<file path="config.mk">
export PLATFORM = sky130hd
export DESIGN_NAME = pipeline_ctrl_flat
export DESIGN_NICKNAME = d
export VERILOG_FILES = /design/src/rtl/pipeline_ctrl_pkg.sv /design/src/rtl/pipeline_ctrl_if.sv /design/src/rtl/pipeline_ctrl_sat_counter.sv /design/src/rtl/pipeline_ctrl.sv /design/src/flat_wrapper.sv
export SDC_FILE = /design/constraint.sdc
export NUM_CORES = 1
export LEC_CHECK = 0
export BUFFER_PORTS_ARGS = -buffer_cell sky130_fd_sc_hd__buf_2
export CELL_PAD_IN_SITES_DETAIL_PLACEMENT = 1
export CELL_PAD_IN_SITES_GLOBAL_PLACEMENT = 2
export CORE_ASPECT_RATIO = 0.6
export CORE_MARGIN = 2
export CORE_UTILIZATION = 34
export DETAILED_ROUTE_END_ITERATION = 12
export GPL_TIMING_DRIVEN = 0
export PLACE_DENSITY = 0.95
export SYNTH_ARGS = -nofsm -noshare
export SYNTH_HDL_FRONTEND = slang
export SYNTH_SLANG_ARGS = --single-unit
</file>
<file path="constraint.sdc">
create_clock -name clk_i -period 4.6 [get_ports clk_i]
set_input_delay 0.23 -clock clk_i [delete_from_list [all_inputs] [get_ports clk_i]]
set_output_delay 0.23 -clock clk_i [all_outputs]
set_load 0.02 [all_outputs]
</file>
<file path="src/rtl/pipeline_ctrl_pkg.sv">
// Shared types and defaults for the pipeline stage controller.
// Holds the FSM state enum, the per-stage en/clr bundle and the canned control patterns.
package pipeline_ctrl_pkg;

  typedef enum logic {
    RUN   = 1'b0,
    DWAIT = 1'b1
  } state_t;

  localparam int DEF_TIMEOUT = 16;
  localparam int DEF_TMO_W   = 5;
  localparam int DEF_CNT_W   = 32;

  typedef struct packed {
    logic en_f;
    logic en_d;
    logic clr_d;
    logic en_e;
    logic clr_e;
    logic en_m;
    logic clr_w;
  } stage_ctrl_t;

  // Field order: en_f, en_d, clr_d, en_e, clr_e, en_m, clr_w
  localparam stage_ctrl_t CTRL_RESET  = '{1'b0, 1'b0, 1'b1, 1'b0, 1'b1, 1'b0, 1'b1};
  localparam stage_ctrl_t CTRL_DBUSY  = '{1'b0, 1'b0, 1'b0, 1'b0, 1'b0, 1'b0, 1'b1};
  localparam stage_ctrl_t CTRL_BRANCH = '{1'b1, 1'b1, 1'b1, 1'b1, 1'b1, 1'b1, 1'b0};
  localparam stage_ctrl_t CTRL_HAZARD = '{1'b0, 1'b0, 1'b0, 1'b1, 1'b1, 1'b1, 1'b0};
  localparam stage_ctrl_t CTRL_IWAIT  = '{1'b0, 1'b1, 1'b1, 1'b1, 1'b0, 1'b1, 1'b0};
  localparam stage_ctrl_t CTRL_RUN    = '{1'b1, 1'b1, 1'b0, 1'b1, 1'b0, 1'b1, 1'b0};

endpackage

</file>
<file path="src/rtl/pipeline_ctrl_if.sv">
// Bundle between the pipeline datapath / hazard unit (master) and the stage controller (slave).
// Handshake: a data access completes in the cycle dmem_req_m_i and dmem_ready_i are both high; req must stay high until then.
interface pipeline_ctrl_if #(
  parameter int CNT_W = 32
);
  import pipeline_ctrl_pkg::*;

  logic             hz_stall_i;
  logic             br_taken_e_i;
  logic             imem_ready_i;
  logic             dmem_req_m_i;
  logic             dmem_ready_i;

  logic             en_f_o;
  logic             en_d_o;
  logic             clr_d_o;
  logic             en_e_o;
  logic             clr_e_o;
  logic             en_m_o;
  logic             clr_w_o;
  logic             bus_err_o;
  logic [CNT_W-1:0] stall_cnt_o;
  logic [CNT_W-1:0] flush_cnt_o;
  state_t           state_o;

  modport master (
    output hz_stall_i, br_taken_e_i, imem_ready_i, dmem_req_m_i, dmem_ready_i,
    input  en_f_o, en_d_o, clr_d_o, en_e_o, clr_e_o, en_m_o, clr_w_o,
    input  bus_err_o, stall_cnt_o, flush_cnt_o, state_o
  );

  modport slave (
    input  hz_stall_i, br_taken_e_i, imem_ready_i, dmem_req_m_i, dmem_ready_i,
    output en_f_o, en_d_o, clr_d_o, en_e_o, clr_e_o, en_m_o, clr_w_o,
    output bus_err_o, stall_cnt_o, flush_cnt_o, state_o
  );

endinterface

</file>
<file path="src/rtl/pipeline_ctrl_sat_counter.sv">
// Up-counter that sticks at all-ones instead of wrapping; cleared by reset.
module sat_counter #(
  parameter int W = 32
) (
  input  logic         clk_i,
  input  logic         rst_n_i,
  input  logic         inc_i,
  output logic [W-1:0] q_o
);

  always_ff @(posedge clk_i) begin
    if (!rst_n_i) begin
      q_o <= '0;
    end else if (inc_i && (q_o != {W{1'b1}})) begin
      q_o <= q_o + 1'b1;
    end
  end

endmodule

</file>
<file path="src/rtl/pipeline_ctrl.sv">
// Pipeline stage controller: merges load-use, branch, imem and dmem waits into per-stage en/clr,
// tracks data-memory waits with a timeout, and keeps saturating stall/flush counters.
module pipeline_ctrl
  import pipeline_ctrl_pkg::*;
#(
  parameter int TIMEOUT = DEF_TIMEOUT,
  parameter int TMO_W   = DEF_TMO_W,
  parameter int CNT_W   = DEF_CNT_W
) (
  input  logic           clk_i,
  input  logic           rst_n_i,
  pipeline_ctrl_if.slave bus
);

  state_t      state;
  logic [TMO_W-1:0] wait_cnt;
  logic        bus_err;
  logic        at_limit;
  logic        miss;
  logic        timeout;
  logic        dmem_busy;
  logic        stall_inc;
  logic        flush_inc;
  stage_ctrl_t ctrl;

  assign at_limit  = (state == DWAIT) && (wait_cnt == TMO_W'(TIMEOUT - 1));
  assign miss      = (state == RUN) && bus.dmem_req_m_i && !bus.dmem_ready_i;
  // A ready arriving on the last allowed cycle is a normal completion, not an error.
  assign timeout   = at_limit && !bus.dmem_ready_i;
  assign dmem_busy = miss || ((state == DWAIT) && !bus.dmem_ready_i && !at_limit);

  always_ff @(posedge clk_i) begin
    if (!rst_n_i) begin
      state    <= RUN;
      wait_cnt <= '0;
      bus_err  <= 1'b0;
    end else begin
      case (state)
        RUN: begin
          if (miss) begin
            state    <= DWAIT;
            wait_cnt <= '0;
          end
        end
        DWAIT: begin
          if (bus.dmem_ready_i || at_limit) begin
            state <= RUN;
          end else begin
            wait_cnt <= wait_cnt + 1'b1;
          end
          if (timeout) begin
            bus_err <= 1'b1;
          end
        end
        default: begin
          state    <= RUN;
          wait_cnt <= '0;
        end
      endcase
    end
  end

  always_comb begin
    ctrl      = CTRL_RUN;
    flush_inc = 1'b0;
    if (!rst_n_i) begin
      ctrl = CTRL_RESET;
    end else if (dmem_busy) begin
      ctrl = CTRL_DBUSY;
    end else if (bus.br_taken_e_i) begin
      ctrl      = CTRL_BRANCH;
      flush_inc = 1'b1;
    end else if (bus.hz_stall_i) begin
      ctrl = CTRL_HAZARD;
    end else if (!bus.imem_ready_i) begin
      ctrl = CTRL_IWAIT;
    end
  end

  assign stall_inc = !ctrl.en_f;

  sat_counter #(.W(CNT_W)) u_stall_cnt (
    .clk_i   (clk_i),
    .rst_n_i (rst_n_i),
    .inc_i   (stall_inc),
    .q_o     (bus.stall_cnt_o)
  );

  sat_counter #(.W(CNT_W)) u_flush_cnt (
    .clk_i   (clk_i),
    .rst_n_i (rst_n_i),
    .inc_i   (flush_inc),
    .q_o     (bus.flush_cnt_o)
  );

  assign bus.en_f_o    = ctrl.en_f;
  assign bus.en_d_o    = ctrl.en_d;
  assign bus.clr_d_o   = ctrl.clr_d;
  assign bus.en_e_o    = ctrl.en_e;
  assign bus.clr_e_o   = ctrl.clr_e;
  assign bus.en_m_o    = ctrl.en_m;
  assign bus.clr_w_o   = ctrl.clr_w;
  assign bus.bus_err_o = bus_err;
  assign bus.state_o   = state;

endmodule

</file>
<file path="src/flat_wrapper.sv">
// flat-port wrapper written by rule: the top's interface ports become plain ports
module pipeline_ctrl_flat import pipeline_ctrl_pkg::*;
#(
  parameter int TIMEOUT = DEF_TIMEOUT,
  parameter int TMO_W   = DEF_TMO_W,
  parameter int CNT_W   = DEF_CNT_W
)
  (clk_i, rst_n_i, bus_hz_stall_i, bus_br_taken_e_i, bus_imem_ready_i, bus_dmem_req_m_i, bus_dmem_ready_i, bus_en_f_o, bus_en_d_o, bus_clr_d_o, bus_en_e_o, bus_clr_e_o, bus_en_m_o, bus_clr_w_o, bus_bus_err_o, bus_stall_cnt_o, bus_flush_cnt_o, bus_state_o);
  pipeline_ctrl_if #(.CNT_W(CNT_W)) bus_i ();
  input  logic clk_i;
  input  logic rst_n_i;
  input wire logic [$bits(bus_i.hz_stall_i)-1:0] bus_hz_stall_i;
  input wire logic [$bits(bus_i.br_taken_e_i)-1:0] bus_br_taken_e_i;
  input wire logic [$bits(bus_i.imem_ready_i)-1:0] bus_imem_ready_i;
  input wire logic [$bits(bus_i.dmem_req_m_i)-1:0] bus_dmem_req_m_i;
  input wire logic [$bits(bus_i.dmem_ready_i)-1:0] bus_dmem_ready_i;
  output wire logic [$bits(bus_i.en_f_o)-1:0] bus_en_f_o;
  output wire logic [$bits(bus_i.en_d_o)-1:0] bus_en_d_o;
  output wire logic [$bits(bus_i.clr_d_o)-1:0] bus_clr_d_o;
  output wire logic [$bits(bus_i.en_e_o)-1:0] bus_en_e_o;
  output wire logic [$bits(bus_i.clr_e_o)-1:0] bus_clr_e_o;
  output wire logic [$bits(bus_i.en_m_o)-1:0] bus_en_m_o;
  output wire logic [$bits(bus_i.clr_w_o)-1:0] bus_clr_w_o;
  output wire logic [$bits(bus_i.bus_err_o)-1:0] bus_bus_err_o;
  output wire logic [$bits(bus_i.stall_cnt_o)-1:0] bus_stall_cnt_o;
  output wire logic [$bits(bus_i.flush_cnt_o)-1:0] bus_flush_cnt_o;
  output wire logic [$bits(bus_i.state_o)-1:0] bus_state_o;
  assign bus_i.hz_stall_i = bus_hz_stall_i;
  assign bus_i.br_taken_e_i = bus_br_taken_e_i;
  assign bus_i.imem_ready_i = bus_imem_ready_i;
  assign bus_i.dmem_req_m_i = bus_dmem_req_m_i;
  assign bus_i.dmem_ready_i = bus_dmem_ready_i;
  assign bus_en_f_o = bus_i.en_f_o;
  assign bus_en_d_o = bus_i.en_d_o;
  assign bus_clr_d_o = bus_i.clr_d_o;
  assign bus_en_e_o = bus_i.en_e_o;
  assign bus_clr_e_o = bus_i.clr_e_o;
  assign bus_en_m_o = bus_i.en_m_o;
  assign bus_clr_w_o = bus_i.clr_w_o;
  assign bus_bus_err_o = bus_i.bus_err_o;
  assign bus_stall_cnt_o = bus_i.stall_cnt_o;
  assign bus_flush_cnt_o = bus_i.flush_cnt_o;
  assign bus_state_o = bus_i.state_o;
  pipeline_ctrl #(.TIMEOUT(TIMEOUT), .TMO_W(TMO_W), .CNT_W(CNT_W)) u_core (.clk_i(clk_i), .rst_n_i(rst_n_i), .bus(bus_i));
endmodule
</file>
# Word level (Yosys, flattened, before mapping)
# Index checks and enable logic that the tools add are counted.
[word_totals] regBits=71 output_inout_bits=73 latch_bits=0 mem_bits_ro=0 ram_bits=0 word_cells=43 memories=0 in_bits=7
[classes] bitwise_logic=1 reduce_logical=15 shifts=0 div=0 n_mul=0 magnitude_cmp=0 eq_ne=5 add_sub_neg=3 muxes=14
[op_table] op="$add 32x1->32 const B" n=2
[op_table] op="$ne 32x32->1 const B" n=2
[op_table] op="$mux 7" n=5
[op_table] op="$mux 5" n=2
[op_table] op="$pmux 5 s2" n=1
[op_table] op="$logic_and 1x1->1" n=8
[op_table] op="$add 5x1->5 const B" n=1
[op_table] op="$eq 5x4->1 const B" n=1
[op_table] op="$mux 1" n=5
[op_table] op="$reduce_and 2->1" n=2
[op_table] op="$logic_not 1->1" n=3
[op_table] op="$logic_or 1x1->1" n=2
[op_table] op="$ne 2x1->1 const B" n=1
[op_table] op="$ne 2x2->1 const B" n=1
[op_table] op="$pmux 1 s2" n=1
[op_table] op="$not 1->1" n=1

# Logic depth before layout (Yosys ltp)
[depth] word_depth=9 mapped_depth=10 ltp_nobuf=9

# Modules after synthesis
# Synthesis repeated with hierarchy kept, for this count alone.
[hier_totals] hier_cells=445 hier_area_um2=3814.9
[by_module_without_submodules] mod="sat_counter" area_per_inst_um2=1704.1 seq_area_each_um2=640.6 cells_per_inst=200 n_inst=2
[by_module_without_submodules] mod="pipeline_ctrl" area_per_inst_um2=406.6 seq_area_each_um2=140.1 cells_per_inst=45 n_inst=1

# Worst setup path after synthesis
# No wires, ideal clock.
[synth_timing] path_type="reg2reg" from="register u_core.wait_cnt[0]" to="register u_core.u_stall_cnt.q_o[3]" arrival_ns=2.344 t_required_ns=4.472 stages_incl_launch_ff=11 setup_slack_ns=2.128 cell_sequence="dfxtp_1 > ha_1 > and3_1 > ha_1 > nand2b_1 > a21oi_1 > clkbuf_1 > nor2_1 > nor4b_1 > xnor2_1 > nor2_1"
[synth_via] elab_chain_len=9
[synth_rtl] element="start: declaration" line="pipeline_ctrl.sv:16" text="logic [TMO_W-1:0] wait_cnt;"
[synth_rtl] element="start signal: assignment" line="pipeline_ctrl.sv:49" text="wait_cnt <= wait_cnt + 1'b1;"
[synth_rtl] element="$eq 5x4->1" line="pipeline_ctrl.sv:26" text="assign at_limit = (state == DWAIT) && (wait_cnt == TMO_W'(TIMEOUT - 1));"
[synth_rtl] element="$logic_and 1x1->1" line="pipeline_ctrl.sv:26"
[synth_rtl] element="$logic_not 1->1" line="pipeline_ctrl.sv:30" text="assign dmem_busy = miss || ((state == DWAIT) && !bus.dmem_ready_i && !at_limit);"
[synth_rtl] element="$logic_and 1x1->1" line="pipeline_ctrl.sv:30"
[synth_rtl] element="$logic_or 1x1->1" line="pipeline_ctrl.sv:30"
[synth_rtl] element="$mux 7" line="pipeline_ctrl.sv:68" text="end else if (dmem_busy) begin"
[synth_rtl] element="$mux 7" line="pipeline_ctrl.sv:66" text="if (!rst_n_i) begin"
[synth_rtl] element="named net bus_en_f_o" line="flat_wrapper.sv:17" text="output wire logic [$bits(bus_i.en_f_o)-1:0] bus_en_f_o;"
[synth_rtl] element="$logic_not 1->1" line="pipeline_ctrl.sv:80" text="assign stall_inc = !ctrl.en_f;"
[synth_rtl] element="$logic_and 1x1->1" line="pipeline_ctrl_sat_counter.sv:14" text="end else if (inc_i && (q_o != {W{1'b1}})) begin"
[synth_rtl] element="end signal: assignment" line="pipeline_ctrl_sat_counter.sv:15" text="q_o <= q_o + 1'b1;"
[synth_rtl] element="end: declaration" line="pipeline_ctrl_sat_counter.sv:8" text="output logic [W-1:0] q_o"
# The timed path passes the listed nets, and every way through them passes these cells.
# A chain may end at the register's enable or synchronous reset.

# Worst setup path in the final report
[layout_timing] from="register u_core.wait_cnt[0]" to="register u_core.u_stall_cnt.q_o[6]"
[layout_via] elab_chain_len=9
[layout_rtl] element="$eq 5x4->1" line="pipeline_ctrl.sv:26"
[layout_rtl] element="$logic_and 1x1->1" line="pipeline_ctrl.sv:26"
[layout_rtl] element="$logic_not 1->1" line="pipeline_ctrl.sv:30"
[layout_rtl] element="$logic_and 1x1->1" line="pipeline_ctrl.sv:30"
[layout_rtl] element="$logic_or 1x1->1" line="pipeline_ctrl.sv:30"
[layout_rtl] element="$mux 7" line="pipeline_ctrl.sv:68"
[layout_rtl] element="$mux 7" line="pipeline_ctrl.sv:66"
[layout_rtl] element="$logic_not 1->1" line="pipeline_ctrl.sv:80"
[layout_rtl] element="$logic_and 1x1->1" line="pipeline_ctrl_sat_counter.sv:14"
# No other way between the ends.

==> flow_metrics.env <==
export IMPL_leakagePower_nw=1.694
export IMPL_seqPwrFrac=0.428
export IMPL_synthTopCellsByArea="dfxtp_1 41%, xnor2_1 8.8%, nor2_1 6.0%"
export IMPL_async_flop_share=0
export IMPL_drt_iter0_markers=212
export IMPL_end_kind="register"
export IMPL_start_kind="register"
export IMPL_post_place_cells=637
export IMPL_wl_microns=11050
export IMPL_first_global_vias=3385
export IMPL_period_needed_ns=2.984
export IMPL_power_mw=1.466
export IMPL_multi_input_area_sq_mm=0.001948
export IMPL_antenna_left=0
export IMPL_fillers=1231
export IMPL_gp_congestion=0.7977
export IMPL_gr_total_overflow=0
export IMPL_use_met2=0.3198
export IMPL_top_level_ports=80
export IMPL_finalNonFillerCells=653
export IMPL_holdBufCountCts=0
export IMPL_synth_edff_count=0
export IMPL_antenna_found_initial=0
export IMPL_fin_tns_setup_ns=0
export IMPL_syn_num_nets=434
export IMPL_die_area_sq_mm=0.01116
export IMPL_syn_inst=423
export IMPL_grtUsageTotal=0.2023
export IMPL_mostFrequentLayoutCells="80 x buf_2, 71 x dfxtp_1, 56 x nor2_1, 35 x xnor2_1, 30 x nand2_1"
export IMPL_yosysTopAreaCell="dfxtp_1"
export IMPL_clock_path_buffers=2
export IMPL_cts_sinks=71
export IMPL_ys_flop_type="dfxtp_1"
export IMPL_ys_seq_elements=71
export IMPL_seq_area_frac_synth=0.4059
export IMPL_swShare=0.2294
export IMPL_synth_top_area_frac=0.4059
export IMPL_rsz0062_at_grt="false"
export IMPL_met3_usage=0.04579
export IMPL_clkTransAtPathRegs_ns=0.06
export IMPL_routedWlPerCell_microns=16.93
export IMPL_rows=28
export IMPL_area_sequential_sq_mm=0.001421
export IMPL_combPwrFrac=0.051
export IMPL_cts_tree="built"
export IMPL_cts_setup_buffers=0
export IMPL_finalClockSkew_ns=0.005247
export IMPL_numCtsBuffers=9
export IMPL_status="completed"
export IMPL_critPathKind="register to register"
export IMPL_cts_root_buf="clkbuf_16"
export IMPL_avgSynthCellArea_sq_um=8.279
export IMPL_firstDrtPassIters=4
export IMPL_cp_required_ns=4.81
export IMPL_max_slew_margin=0.5088
export IMPL_dp_hpwl_microns=8058
export IMPL_drc_errors=0
export IMPL_syn_area_sq_mm=0.003502
export IMPL_fmaxAchievable_mhz=335.2
export IMPL_area_growth_pct=25.33
export IMPL_worst_skew_pair_late_latency_ns=0.34
export IMPL_grt_pass1_wl_microns=17570
export IMPL_synth_cell_types=46
export IMPL_setup_viol_count_final=0
export IMPL_portBuffers=79
export IMPL_busiest_layer="met2"
export IMPL_ys_warn_count=0
export IMPL_period_share=0.6486
export IMPL_dp_slack_ns=1.683
export IMPL_hold_slack_ns=0.2204
export IMPL_cap_violations=0
export IMPL_grt_max_degree=13
export IMPL_n_antenna_cell=0
export IMPL_viasPerCell=5.338
export IMPL_powerDensity_mw_per_mm2=333.9
export IMPL_intPower_mw=1.130
export IMPL_nets=524
export IMPL_start_util=0.3520
export IMPL_worstMarginPinSlew_ns=0.7341
export IMPL_p_sw_uw=336.2
export IMPL_vias=3486
export IMPL_core_area_sq_mm=0.009950
export IMPL_fin_ws_ns=1.616
export IMPL_path_max_fanout=10
export IMPL_die_h_microns=82.62
export IMPL_p_clk_frac=0.520
export IMPL_worstPathArrival_ns=3.19
export IMPL_htree_levels=3
export IMPL_finalMaxSlewViolations=0
export IMPL_cts_resized=0
export IMPL_layout_commonest_cell="buf_2"
export IMPL_use_met1=0.2776
export IMPL_drive_gt1_frac=0.2104
export IMPL_ir_worst_vdd_mv=0.1693
export IMPL_hold_path_class="input pin to register"
export IMPL_finalHoldViolCount=0
export IMPL_die_w_microns=135.0
==> Yosys cell counts, drive strengths merged, types with 4 or more instances <==
| library cell | instances |
|---|---|
| a21oi | 16 |
| and2 | 11 |
| and3 | 6 |
| and4 | 7 |
| buf | 7 |
| clkbuf | 13 |
| dfxtp | 71 |
| ha | 4 |
| inv | 10 |
| nand2 | 30 |
| nand2b | 5 |
| nand3 | 27 |
| nand4 | 27 |
| nor2 | 56 |
| nor3 | 19 |
| nor4 | 9 |
| nor4b | 5 |
| o21ai | 17 |
| or3 | 11 |
| xnor2 | 35 |
| xor2 | 12 |
==> critical path, cell delays in order (launching register included) <==
cell	delay [ns]
dfxtp_1	0.34
ha_1	0.21
and3_1	0.18
ha_1	0.20
nand2b_1	0.16
a21oi_1	0.41
clkbuf_1	0.37
nor2_1	0.28
nor4b_1	0.47
xnor2_1	0.17
nor2_1	0.06
==> kinds of logic after synthesis <==
logic type,Yosys count,synth area share
compound gates,45,0.07396
xor+xnor,47,0.1175
simple gates,223,0.3419
flops,71,0.4059
fa+ha+maj,4,0.01429
mux,3,0.008575
buf+inv,30,0.03787
==> power by group through the flow <==
stage          clock network (mW)  logic [mW]  registers, mW
6_report                    0.763      0.0752          0.628
5_1_grt                     0.800      0.0826          0.628
4_1_cts                     0.776      0.0754          0.627
3_5_place_dp                    0      0.0752          0.641
3_3_place_gp                    0      0.0727          0.640
2_1_floorplan                   0      0.0406          0.645
==> stage by stage <==
| step | util | instance area (sq um) |
|---|---|---|
| finish | 0.4411 | 4389 |
| global route | 0.4411 | 4389 |
| CTS | 0.4411 | 4389 |
| detailed placement | 0.4087 | 4066 |
| global placement | 0.4087 | 4066 |
| floorplan | - | 3502 |
==> flip-flops by register name, summed over array words and instances (netlist names) <==
name	count
u_core.u_flush_cnt.q_o	32
u_core.bus.bus_err_o	1
u_core.bus.state_o	1
u_core.wait_cnt	5
u_core.u_stall_cnt.q_o	32
==> routing by layer <==
layer,vias to the layer above,share of wire,wire length [microns]
met3,11,0.040,442
li1,1677,-,-
met5,-,0,0
met2,69,0.44,4834
met1,1729,0.51,5657
met4,0,0.011,119
==> final timing paths <==
check,depth (start not counted),startpoint,end,slack (ns)
min reg2reg,2,u_core.wait_cnt[4],u_core.wait_cnt[4],0.46
min,3,rst_n_i,u_core.u_flush_cnt.q_o[28],0.22
max,10,u_core.wait_cnt[0],u_core.u_stall_cnt.q_o[6],1.62
max reg2reg,10,u_core.wait_cnt[0],u_core.u_stall_cnt.q_o[6],1.62
==> final cells by class <==
| cell class | instances | share of cell area |
|---|---|---|
| Buffer | 20 | 0.02166 |
| Sequential cell | 71 | 0.3238 |
| Multi-Input combinational cell | 322 | 0.4438 |
| Tap cell | 135 | 0.03848 |
| Inverter | 10 | 0.008552 |
| Timing Repair Buffer | 79 | 0.09008 |
| Clock buffer | 10 | 0.05445 |
| Clock inverter | 6 | 0.01910 |
Note: power is estimated with default switching activity, not from simulation.
